==> src/rtl/layer_scheduler.sv <==
// layer_scheduler: sequences the conv+pool layer pipeline for one inference.
// Each layer gets a one-cycle start pulse, then the scheduler waits for that
// layer's pool-done pulse. A per-layer watchdog catches layers that never
// finish, and a done pulse from any other layer is treated as a fault.
//
// state  | meaning
// -------+--------------------------------------------------------------
// IDLE   | waiting for run; stray layer_done pulses ignored
// ISSUE  | one cycle: start pulse to layer_idx, watchdog reloaded
// WAIT   | waiting for layer_done[layer_idx]; watchdog counting down
// DONE   | one cycle: all_done pulse, then back to IDLE
// ERR    | fault latched in err_code until clear_err or abort
module layer_scheduler #(
    parameter int NUM_LAYERS     = 2,
    parameter int IDX_W          = 3,
    parameter int TMO_W          = 20,
    parameter int TIMEOUT_CYCLES = 1000000,
    parameter int CNT_W          = 32
) (
    input  logic                  clk,
    input  logic                  rst,
    input  logic                  run,
    input  logic                  abort,
    input  logic                  clear_err,
    input  logic [NUM_LAYERS-1:0] layer_done,
    output logic [NUM_LAYERS-1:0] layer_start,
    output logic [IDX_W-1:0]      layer_idx,
    output logic                  busy,
    output logic                  all_done,
    output logic                  error,
    output logic [1:0]            err_code,
    output logic [CNT_W-1:0]      cycle_count
);

    typedef enum logic [2:0] {
        S_IDLE  = 3'd0,
        S_ISSUE = 3'd1,
        S_WAIT  = 3'd2,
        S_DONE  = 3'd3,
        S_ERR   = 3'd4
    } state_t;

    // Watchdog is a down-counter: loaded with TIMEOUT_CYCLES-1 in ISSUE, so
    // reaching zero marks the TIMEOUT_CYCLES-th cycle spent in WAIT.
    localparam logic [TMO_W-1:0] TMO_LOAD = TMO_W'(TIMEOUT_CYCLES - 1);
    localparam logic [IDX_W-1:0] LAST_IDX = IDX_W'(NUM_LAYERS - 1);

    localparam logic [1:0] ERR_NONE = 2'd0;
    localparam logic [1:0] ERR_TMO  = 2'd1;
    localparam logic [1:0] ERR_SPUR = 2'd2;

    state_t                  state;
    state_t                  state_nxt;
    logic [IDX_W-1:0]        idx_nxt;
    logic [TMO_W-1:0]        timer;
    logic [TMO_W-1:0]        timer_nxt;
    logic [1:0]              code_nxt;
    logic                    cnt_clr;
    logic [NUM_LAYERS-1:0]   cur_mask;
    logic                    cur_done;
    logic                    other_done;
    logic                    tmo_hit;
    logic                    busy_state;

    // One-hot mask of the active layer, and done-pulse classification against it
    always_comb begin
        cur_mask = '0;
        for (int i = 0; i < NUM_LAYERS; i++) begin
            cur_mask[i] = (layer_idx == IDX_W'(i));
        end
        cur_done   = |(layer_done & cur_mask);
        other_done = |(layer_done & ~cur_mask);
        tmo_hit    = (timer == '0);
        busy_state = (state == S_ISSUE) || (state == S_WAIT) || (state == S_DONE);
    end

    // State register
    always_ff @(posedge clk) begin
        if (rst) begin
            state <= S_IDLE;
        end else begin
            state <= state_nxt;
        end
    end

    // Next-state and next-value decode for index, watchdog and error code
    always_comb begin
        state_nxt = state;
        idx_nxt   = layer_idx;
        timer_nxt = timer;
        code_nxt  = err_code;
        cnt_clr   = 1'b0;

        case (state)
            S_IDLE: begin
                if (run) begin
                    state_nxt = S_ISSUE;
                    idx_nxt   = '0;
                    cnt_clr   = 1'b1;
                end
            end

            S_ISSUE: begin
                timer_nxt = TMO_LOAD;
                if (|layer_done) begin
                    state_nxt = S_ERR;
                    code_nxt  = ERR_SPUR;
                end else begin
                    state_nxt = S_WAIT;
                end
            end

            S_WAIT: begin
                if (!tmo_hit) begin
                    timer_nxt = timer - TMO_W'(1);
                end
                // A foreign done is a fault even when the expected one also fires;
                // a genuine done beats a simultaneous watchdog expiry.
                if (other_done) begin
                    state_nxt = S_ERR;
                    code_nxt  = ERR_SPUR;
                end else if (cur_done) begin
                    if (layer_idx == LAST_IDX) begin
                        state_nxt = S_DONE;
                    end else begin
                        state_nxt = S_ISSUE;
                        idx_nxt   = layer_idx + IDX_W'(1);
                    end
                end else if (tmo_hit) begin
                    state_nxt = S_ERR;
                    code_nxt  = ERR_TMO;
                end
            end

            S_DONE: begin
                state_nxt = S_IDLE;
            end

            S_ERR: begin
                if (clear_err) begin
                    state_nxt = S_IDLE;
                    code_nxt  = ERR_NONE;
                end
            end

            default: begin
                state_nxt = S_IDLE;
                code_nxt  = ERR_NONE;
            end
        endcase

        // Abort overrides everything, including a run request seen in IDLE.
        if (abort) begin
            state_nxt = S_IDLE;
            code_nxt  = ERR_NONE;
            idx_nxt   = layer_idx;
            cnt_clr   = 1'b0;
        end
    end

    // Datapath registers: layer index, watchdog, error code, run cycle counter
    always_ff @(posedge clk) begin
        if (rst) begin
            layer_idx   <= '0;
            timer       <= '0;
            err_code    <= ERR_NONE;
            cycle_count <= '0;
        end else begin
            layer_idx <= idx_nxt;
            timer     <= timer_nxt;
            err_code  <= code_nxt;
            if (cnt_clr) begin
                cycle_count <= '0;
            end else if (busy_state && (cycle_count != '1)) begin
                cycle_count <= cycle_count + CNT_W'(1);
            end
        end
    end

    // Moore output decode from registered state
    always_comb begin
        layer_start = '0;
        if (state == S_ISSUE) begin
            layer_start = cur_mask;
        end
        busy     = busy_state;
        all_done = (state == S_DONE);
        error    = (state == S_ERR);
    end

endmodule

==> config.mk <==
export PLATFORM = sky130hd
export DESIGN_NAME = layer_scheduler
export DESIGN_NICKNAME = d
export VERILOG_FILES = /design/src/rtl/layer_scheduler.sv
export SDC_FILE = /design/constraint.sdc
export NUM_CORES = 1
export LEC_CHECK = 0
export ABC_AREA = 0
export ABC_CLOCK_PERIOD_IN_PS = 4600
export BUFFER_PORTS_ARGS = -buffer_cell sky130_fd_sc_hd__buf_2
export CORE_AREA = 5 5 80 82
export DETAILED_ROUTE_END_ITERATION = 12
export DIE_AREA = 0 0 85 87
export GPL_TIMING_DRIVEN = 0
export PLACE_DENSITY = 0.92
export SKIP_LAST_GASP = 1
export SLEW_MARGIN = 20
export SYNTH_ARGS = -nofsm -noshare
export SYNTH_HDL_FRONTEND = slang
export SYNTH_SLANG_ARGS = --single-unit
==> constraint.sdc <==
create_clock -name clk -period 4.6 [get_ports clk]
set_clock_uncertainty 0.1 [all_clocks]
set_input_delay 0.23 -clock clk [delete_from_list [all_inputs] [get_ports clk]]
set_output_delay 0.23 -clock clk [all_outputs]
set_load 0.03 [all_outputs]
* Word level (Yosys, flattened, before mapping) *
Index checks and enable logic that the tools add are counted.

storage, ports and cells
  bits in writable memories = 0
  memories = 0
  register bits after elaboration = 60
  bits of input ports = 7
  logic and storage cells = 72
  output and inout bits = 42
  latch bits = 0
  memory bits (read-only) = 0

cells by class
  magnitude comparators = 0
  multipliers = 0
  div/mod/pow operators = 0
  add/sub/neg operators = 3
  eq/ne operators = 16
  reduce and logical (&&, ||, !) cells = 18
  shift operators = 0
  muxes and demuxes = 25
  bitwise gates (word level) = 5

operator list
  cell                                                  count
  case mux 20 bit (2 select lines)                      1
  adder 32 x 1 -> 32 bit (second input constant)        1
  != test 32 bit (second input constant)                1
  2-to-1 mux 3 bit                                      10
  logical NOT 20 bit                                    1
  2-to-1 mux 20 bit                                     1
  subtractor 20 x 1 -> 20 bit (second input constant)   1
  2-to-1 mux 2 bit                                      7
  != test 2 bit (second input constant)                 7
  case mux 3 bit (4 select lines)                       1
  OR reduction 2 bit                                    6
  case mux 2 bit (4 select lines)                       1
  equality test 3 x 1 -> 1 bit (second input constant)  2
  equality test 3 x 2 -> 1 bit (second input constant)  2
  logical NOT 3 bit                                     2
  != test 3 bit (second input constant)                 2
  case mux 3 bit (2 select lines)                       1
  AND reduction 6 bit                                   1
  AND reduction 5 bit                                   1
  bitwise AND 2 bit                                     2
  != test 4 bit (second input constant)                 1
  nonzero test 2 bit                                    2
  adder 3 x 1 -> 3 bit (second input constant)          1
  equality test 3 bit (second input constant)           1
  other kinds (7)                                       11

* Logic depth before layout (Yosys ltp) *
  word-level depth = 6
  depth in mapped cells = 8
  gate-level depth less buffers = 7

* Worst setup path before layout *
Ideal clock, no wire load.

  kind = reg2reg
  from = register cycle_count[0]
  to = register cycle_count[22]
  setup slack = 2.139 ns
  clock period less this slack = 2.461 ns
  setup time = 0.115 ns
  arrival time = 2.246 ns
  stages on the path, launching flop included = 8
  required time = 4.385 ns
  buffers on the path = 1
  path through = dfxtp_1 -> ha_1 -> nand4_1 -> or4_1 -> clkbuf_1 -> nor3_1 -> a21boi_0 -> o21a_1

on the way
  longest elaborated chain between the ends = 2
  elaborated cells on any way between the ends = 3
  those cells by class = add/sub (1); eq/ne (1); reduce/logical (1)

ends and longest elaborated chain
  item                                                                            line  source
  start: declaration                                                              32    output logic [CNT_W-1:0] cycle_count
  start signal: assignment                                                        175   cycle_count <= cycle_count + CNT_W'(1);
  parallel branches: the longest is 2 deep, another holds adder 32 x 1 -> 32 bit  n/a

Several ways; the timed one is not identified.
A chain may end at the register's enable or synchronous reset.

* Final worst setup path *
Same ends and word-level chain as after synthesis.

==> report_table.html <==
<table>
<tr><th>Metric</th><th>Value</th></tr>
<tr><th colspan="2">Timing</th></tr>
<tr><td>Setup Total Neg Slack</td><td>0 ns</td></tr>
<tr><td>Unrepaired setup endpoints after global routing</td><td>no</td></tr>
<tr><td>Post-route fraction of the period consumed by the critical path</td><td>58.8%</td></tr>
<tr><td>Worst Tran Pin Value</td><td>0.901 ns</td></tr>
<tr><td>Hold violation total from the final report</td><td>0</td></tr>
<tr><td>Remaining max-slew budget at the tightest pin</td><td>between 30% and 40%</td></tr>
<tr><td>Timing-limited maximum frequency</td><td>370 MHz</td></tr>
<tr><td>Endpoints failing setup</td><td>0</td></tr>
<tr><td>Post-layout min period</td><td>2.70 ns</td></tr>
<tr><td>Count of pins over their slew limit</td><td>0</td></tr>
<tr><th colspan="2">Layout</th></tr>
<tr><td>Post-layout nets</td><td>between 400 and 500</td></tr>
<tr><td>Number of inserted diodes</td><td>0</td></tr>
<tr><td>Most common library cell in the layout ignoring fill and taps</td><td>sky130_fd_sc_hd__dfxtp_1</td></tr>
<tr><td>Layout overhead on the synthesized area</td><td>15.7%</td></tr>
<tr><td>Fraction of final layout cells sized beyond drive strength 1</td><td>about 17%</td></tr>
<tr><td>Commonest cells after routing, fill and taps aside</td><td>sky130_fd_sc_hd__dfxtp_1, sky130_fd_sc_hd__buf_2, sky130_fd_sc_hd__nor2_1</td></tr>
<tr><td>Final non-filler cell total</td><td>530</td></tr>
<tr><td>Finished layout cell area</td><td>3760 sq um</td></tr>
<tr><th colspan="2">Synthesis</th></tr>
<tr><td>Simple-Gate Fraction of Synth Area</td><td>30.4%</td></tr>
<tr><td>Number of warnings issued by yosys</td><td>0</td></tr>
<tr><td>Net count after synthesis</td><td>405</td></tr>
<tr><td>Number of enable flip-flop cells after synthesis</td><td>0</td></tr>
<tr><td>Syn_area_per_cell</td><td>8.30 sq um</td></tr>
<tr><td>Share of flip-flops with an asynchronous set or reset</td><td>0%</td></tr>
<tr><td>XOR/XNOR Fraction of Synth Area</td><td>roughly 8%</td></tr>
<tr><td>Yosys cell types</td><td>57</td></tr>
<tr><td>Seq cells post-synth</td><td>60</td></tr>
<tr><td>Primary FF master, synth</td><td>sky130_fd_sc_hd__dfxtp_1</td></tr>
<tr><td>Syn Std Cell Area</td><td>between 3000 and 4000 sq um</td></tr>
<tr><td>Post-synthesis instance total</td><td>392</td></tr>
<tr><td>Fraction of the mapped netlist area in compound gates</td><td>17.9%</td></tr>
<tr><td>Post-Synth Adder-Cell Area</td><td>2.31%</td></tr>
<tr><td>Fraction of synthesized area in multiplexers</td><td>0.654%</td></tr>
<tr><td>Combinational family with the most area after synthesis</td><td>simple AND/OR/NAND/NOR gates</td></tr>
<tr><td>Sequential area share after synthesis</td><td>about 37%</td></tr>
<tr><th colspan="2">GRT</th></tr>
<tr><td>Initial antenna violation count</td><td>0</td></tr>
<tr><td>Maximum number of pins on one net before global-route repair</td><td>11</td></tr>
<tr><td>GRT Util Overall</td><td>23.1%</td></tr>
<tr><td>Vias in the first global route</td><td>~3100</td></tr>
<tr><td>Residual overflow from global routing</td><td>0</td></tr>
<tr><td>Wire length of the first global-routing pass</td><td>~14000 microns</td></tr>
<tr><th colspan="2">Clock network</th></tr>
<tr><td>CTS tree</td><td>done</td></tr>
<tr><td>Reg clk slew, reported paths</td><td>around 0.06 ns</td></tr>
<tr><td>Number of clock sinks seen by CTS</td><td>60</td></tr>
<tr><td>CTS buffer count</td><td>9</td></tr>
<tr><td>Number of setup buffers added after CTS</td><td>0</td></tr>
<tr><td># H-tree levels</td><td>3</td></tr>
<tr><td>Hold bufs inserted after CTS</td><td>0</td></tr>
<tr><td>Maximum number of buffers from clock root to sink</td><td>2</td></tr>
<tr><td>Number of gates resized after cts</td><td>0</td></tr>
<tr><td>Clock latency on the worst-skew pair</td><td>0.34 ns</td></tr>
<tr><td>Root Buffer Master</td><td>sky130_fd_sc_hd__clkbuf_8</td></tr>
<tr><th colspan="2">Critical path</th></tr>
<tr><td>CP max FO</td><td>9</td></tr>
<tr><td>Cell-by-cell listing of the critical path</td><td>ha_1 &gt; nand4_1 &gt; or4_1 &gt; clkbuf_1 &gt; nor3_1 &gt; a21boi_0 &gt; o21a_1</td></tr>
<tr><td>Crit path largest cell delay</td><td>about 0.48 ns</td></tr>
<tr><td>Slowest cell on crit path</td><td>sky130_fd_sc_hd__or4_1</td></tr>
<tr><td>Crit-path leading delay family</td><td>simple AND/OR/NAND/NOR gates</td></tr>
<tr><td>Endpoint type of the worst setup path</td><td>flop</td></tr>
<tr><td>Crit path required time</td><td>4.73 ns</td></tr>
<tr><td>Kind of launch point of the worst setup path</td><td>flop</td></tr>
<tr><td>Worst path buffer plus inverter count</td><td>1</td></tr>
<tr><td>CP arrival</td><td>2.83 ns</td></tr>
<tr><td>Critical path type</td><td>reg2reg</td></tr>
<tr><th colspan="2">Power and ir drop</th></tr>
<tr><td>Lkg Pwr</td><td>roughly 1.4 nW</td></tr>
<tr><td>Peak VDD IR</td><td>0.166 mV</td></tr>
<tr><td>Power density over cell area</td><td>between 200 and 300 nW/um^2</td></tr>
<tr><th colspan="2">Drt</th></tr>
<tr><td>Wirelength per Cell</td><td>15.9 microns</td></tr>
<tr><td>Number of vias per cell after detailed routing</td><td>6.16</td></tr>
<tr><td>DR vias</td><td>approximately 3300</td></tr>
<tr><td>DRC violation total after the first TritonRoute iteration</td><td>between 200 and 250</td></tr>
<tr><td>Post-route DRC violation count</td><td>0</td></tr>
<tr><td>Detail Route Antenna Nets</td><td>0</td></tr>
<tr><td>Total iterations of the first detailed-routing run</td><td>7</td></tr>
<tr><td>Wirelength, routed</td><td>8420 microns</td></tr>
<tr><th colspan="2">Floorplanning</th></tr>
<tr><td>IO Pins</td><td>a little under 50</td></tr>
<tr><td>Number of core rows</td><td>28</td></tr>
<tr><td>Core box area</td><td>~5700 sq um</td></tr>
<tr><td>Effective utilization at floorplan</td><td>a little under three fifths</td></tr>
<tr><td>Die Outline Area</td><td>7400 sq um</td></tr>
<tr><td>Width of the chip</td><td>85 microns</td></tr>
<tr><td>Vertical die dimension</td><td>87 microns</td></tr>
<tr><th colspan="2">Placed design</th></tr>
<tr><td>Number of buffer cells added on primary ports</td><td>47</td></tr>
<tr><td>Placed standard-cell area</td><td>3580 sq um</td></tr>
<tr><td>Gpl congestion</td><td>0.872</td></tr>
<tr><td>DP Cell Count</td><td>514</td></tr>
<tr><td>Placed wire-length estimate</td><td>between 5000 and 6000 microns</td></tr>
<tr><th colspan="2">Job</th></tr>
<tr><td>Number of max-cap violations</td><td>0</td></tr>
<tr><th colspan="2">Hold path</th></tr>
<tr><td>Worst hold path class</td><td>in2reg</td></tr>
<tr><th colspan="2">Run status</th></tr>
<tr><td>Result of the run</td><td>complete, no violations</td></tr>
</table>
## final cells by class
| type | instances | area (sq um) |
|---|---|---|
| buffer | 16 | 66.3 |
| inverter | 15 | 56.3 |
| clock buffer | 15 | 176 |
| timing repair buffer | 47 | 235 |
| clock inverter | 1 | 5.00 |
| sequential | 60 | 1200 |
| fill | 451 | 1910 |
| multi-input combinational | 301 | 1930 |
| tap | 75 | 93.8 |
## cell usage after synthesis, types with 2 or more instances
| master | number | share of area, % |
|---|---|---|
| sky130_fd_sc_hd__a211oi_1 | 10 | 2.3 |
| sky130_fd_sc_hd__and3_1 | 2 | 0.38 |
| sky130_fd_sc_hd__xor2_1 | 5 | 1.3 |
| sky130_fd_sc_hd__and3b_1 | 2 | 0.54 |
| sky130_fd_sc_hd__nand3_1 | 18 | 2.8 |
| sky130_fd_sc_hd__nand2_1 | 21 | 2.4 |
| sky130_fd_sc_hd__or2_2 | 4 | 0.77 |
| sky130_fd_sc_hd__and2_1 | 4 | 0.77 |
| sky130_fd_sc_hd__xnor2_1 | 25 | 6.7 |
| sky130_fd_sc_hd__and4_1 | 2 | 0.54 |
| sky130_fd_sc_hd__inv_1 | 15 | 1.7 |
| sky130_fd_sc_hd__a221o_1 | 2 | 0.62 |
| sky130_fd_sc_hd__or3_1 | 16 | 3.1 |
| sky130_fd_sc_hd__ha_1 | 6 | 2.3 |
| sky130_fd_sc_hd__clkbuf_1 | 10 | 1.2 |
| sky130_fd_sc_hd__o21ai_0 | 13 | 2.0 |
| sky130_fd_sc_hd__dfxtp_1 | 60 | 37 |
| sky130_fd_sc_hd__nor4b_2 | 2 | 0.92 |
| sky130_fd_sc_hd__or2_1 | 4 | 0.77 |
| sky130_fd_sc_hd__nand4_1 | 10 | 1.9 |
| sky130_fd_sc_hd__a31o_2 | 2 | 0.54 |
| sky130_fd_sc_hd__a2111oi_0 | 3 | 0.81 |
| sky130_fd_sc_hd__nor2_1 | 37 | 4.3 |
| sky130_fd_sc_hd__or4_1 | 15 | 3.5 |
| sky130_fd_sc_hd__buf_2 | 5 | 0.77 |
| sky130_fd_sc_hd__o31ai_1 | 2 | 0.46 |
| sky130_fd_sc_hd__nor3_1 | 16 | 2.5 |
| sky130_fd_sc_hd__a21boi_0 | 2 | 0.46 |
| sky130_fd_sc_hd__a21oi_1 | 35 | 5.4 |
| sky130_fd_sc_hd__a31oi_1 | 5 | 0.96 |
| sky130_fd_sc_hd__nand2b_1 | 2 | 0.38 |
| sky130_fd_sc_hd__o211ai_1 | 3 | 0.69 |
| sky130_fd_sc_hd__or3b_1 | 2 | 0.54 |
| sky130_fd_sc_hd__nor4_1 | 9 | 1.7 |
## power by group
group	total (W)	internal [W]	switching, W
Clock	0.000440	0.000240	0.000200
Combinational	0.000124	0.0000423	0.0000820
Sequential	0.000539	0.000529	0.0000103
## kinds of logic (layout without fill, tap and decap cells)
kind of cell | count (synthesis) | after routing
mux | 2 | 2
buf+inv | 31 | 94
xor+xnor | 30 | 30
flops | 60 | 60
compound gates | 89 | 89
fa+ha+maj | 6 | 6
simple gates | 174 | 174
## sequential cells by signal (all words and copies together), names as in the netlist
register	count
cycle_count	32
layer_idx	3
state	3
timer	20
err_code	2
## final timing paths
kind                                      from               to  slack (ns)  cells after the start
worst max-delay path            cycle_count[0]  cycle_count[22]        1.90                      7
worst min-delay path                     abort      err_code[0]        0.13                      3
worst max register to register  cycle_count[0]  cycle_count[22]        1.90                      7
worst min register to register     err_code[0]      err_code[0]        0.40                      2
## worst reg2reg max path: cells and delay by family, from the launching register on
family / cells / cell delay [ns]
simple gates: 3 / 1.20
compound gates: 2 / 0.43
fa+ha+maj: 1 / 0.23
flops: 1 / 0.43
buf+inv: 1 / 0.20
## metal layers
| metal | GRT usage (%) | part of all wire (%) |
|---|---|---|
| met3 | 5.49 | 6.8 |
| met4 | 10.2 | 1.8 |
| met1 | 27.0 | 41 |
| met2 | 40.3 | 50 |
| met5 | 0 | 0 |
## metrics by stage
step	total power, W	setup WS [ns]	utilization (%)	hold slack (ns)
after floorplan	0.000641	2.14	-	0.302
after global placement	0.000668	2.10	63.1	0.379
after detailed placement	0.000672	1.99	63.1	0.388
after CTS	0.00111	1.97	66.3	0.111
after global routing	0.00115	1.73	66.3	0.128
final	0.00110	1.90	66.3	0.126
No activity file was read; power rests on OpenSTA's default activity.
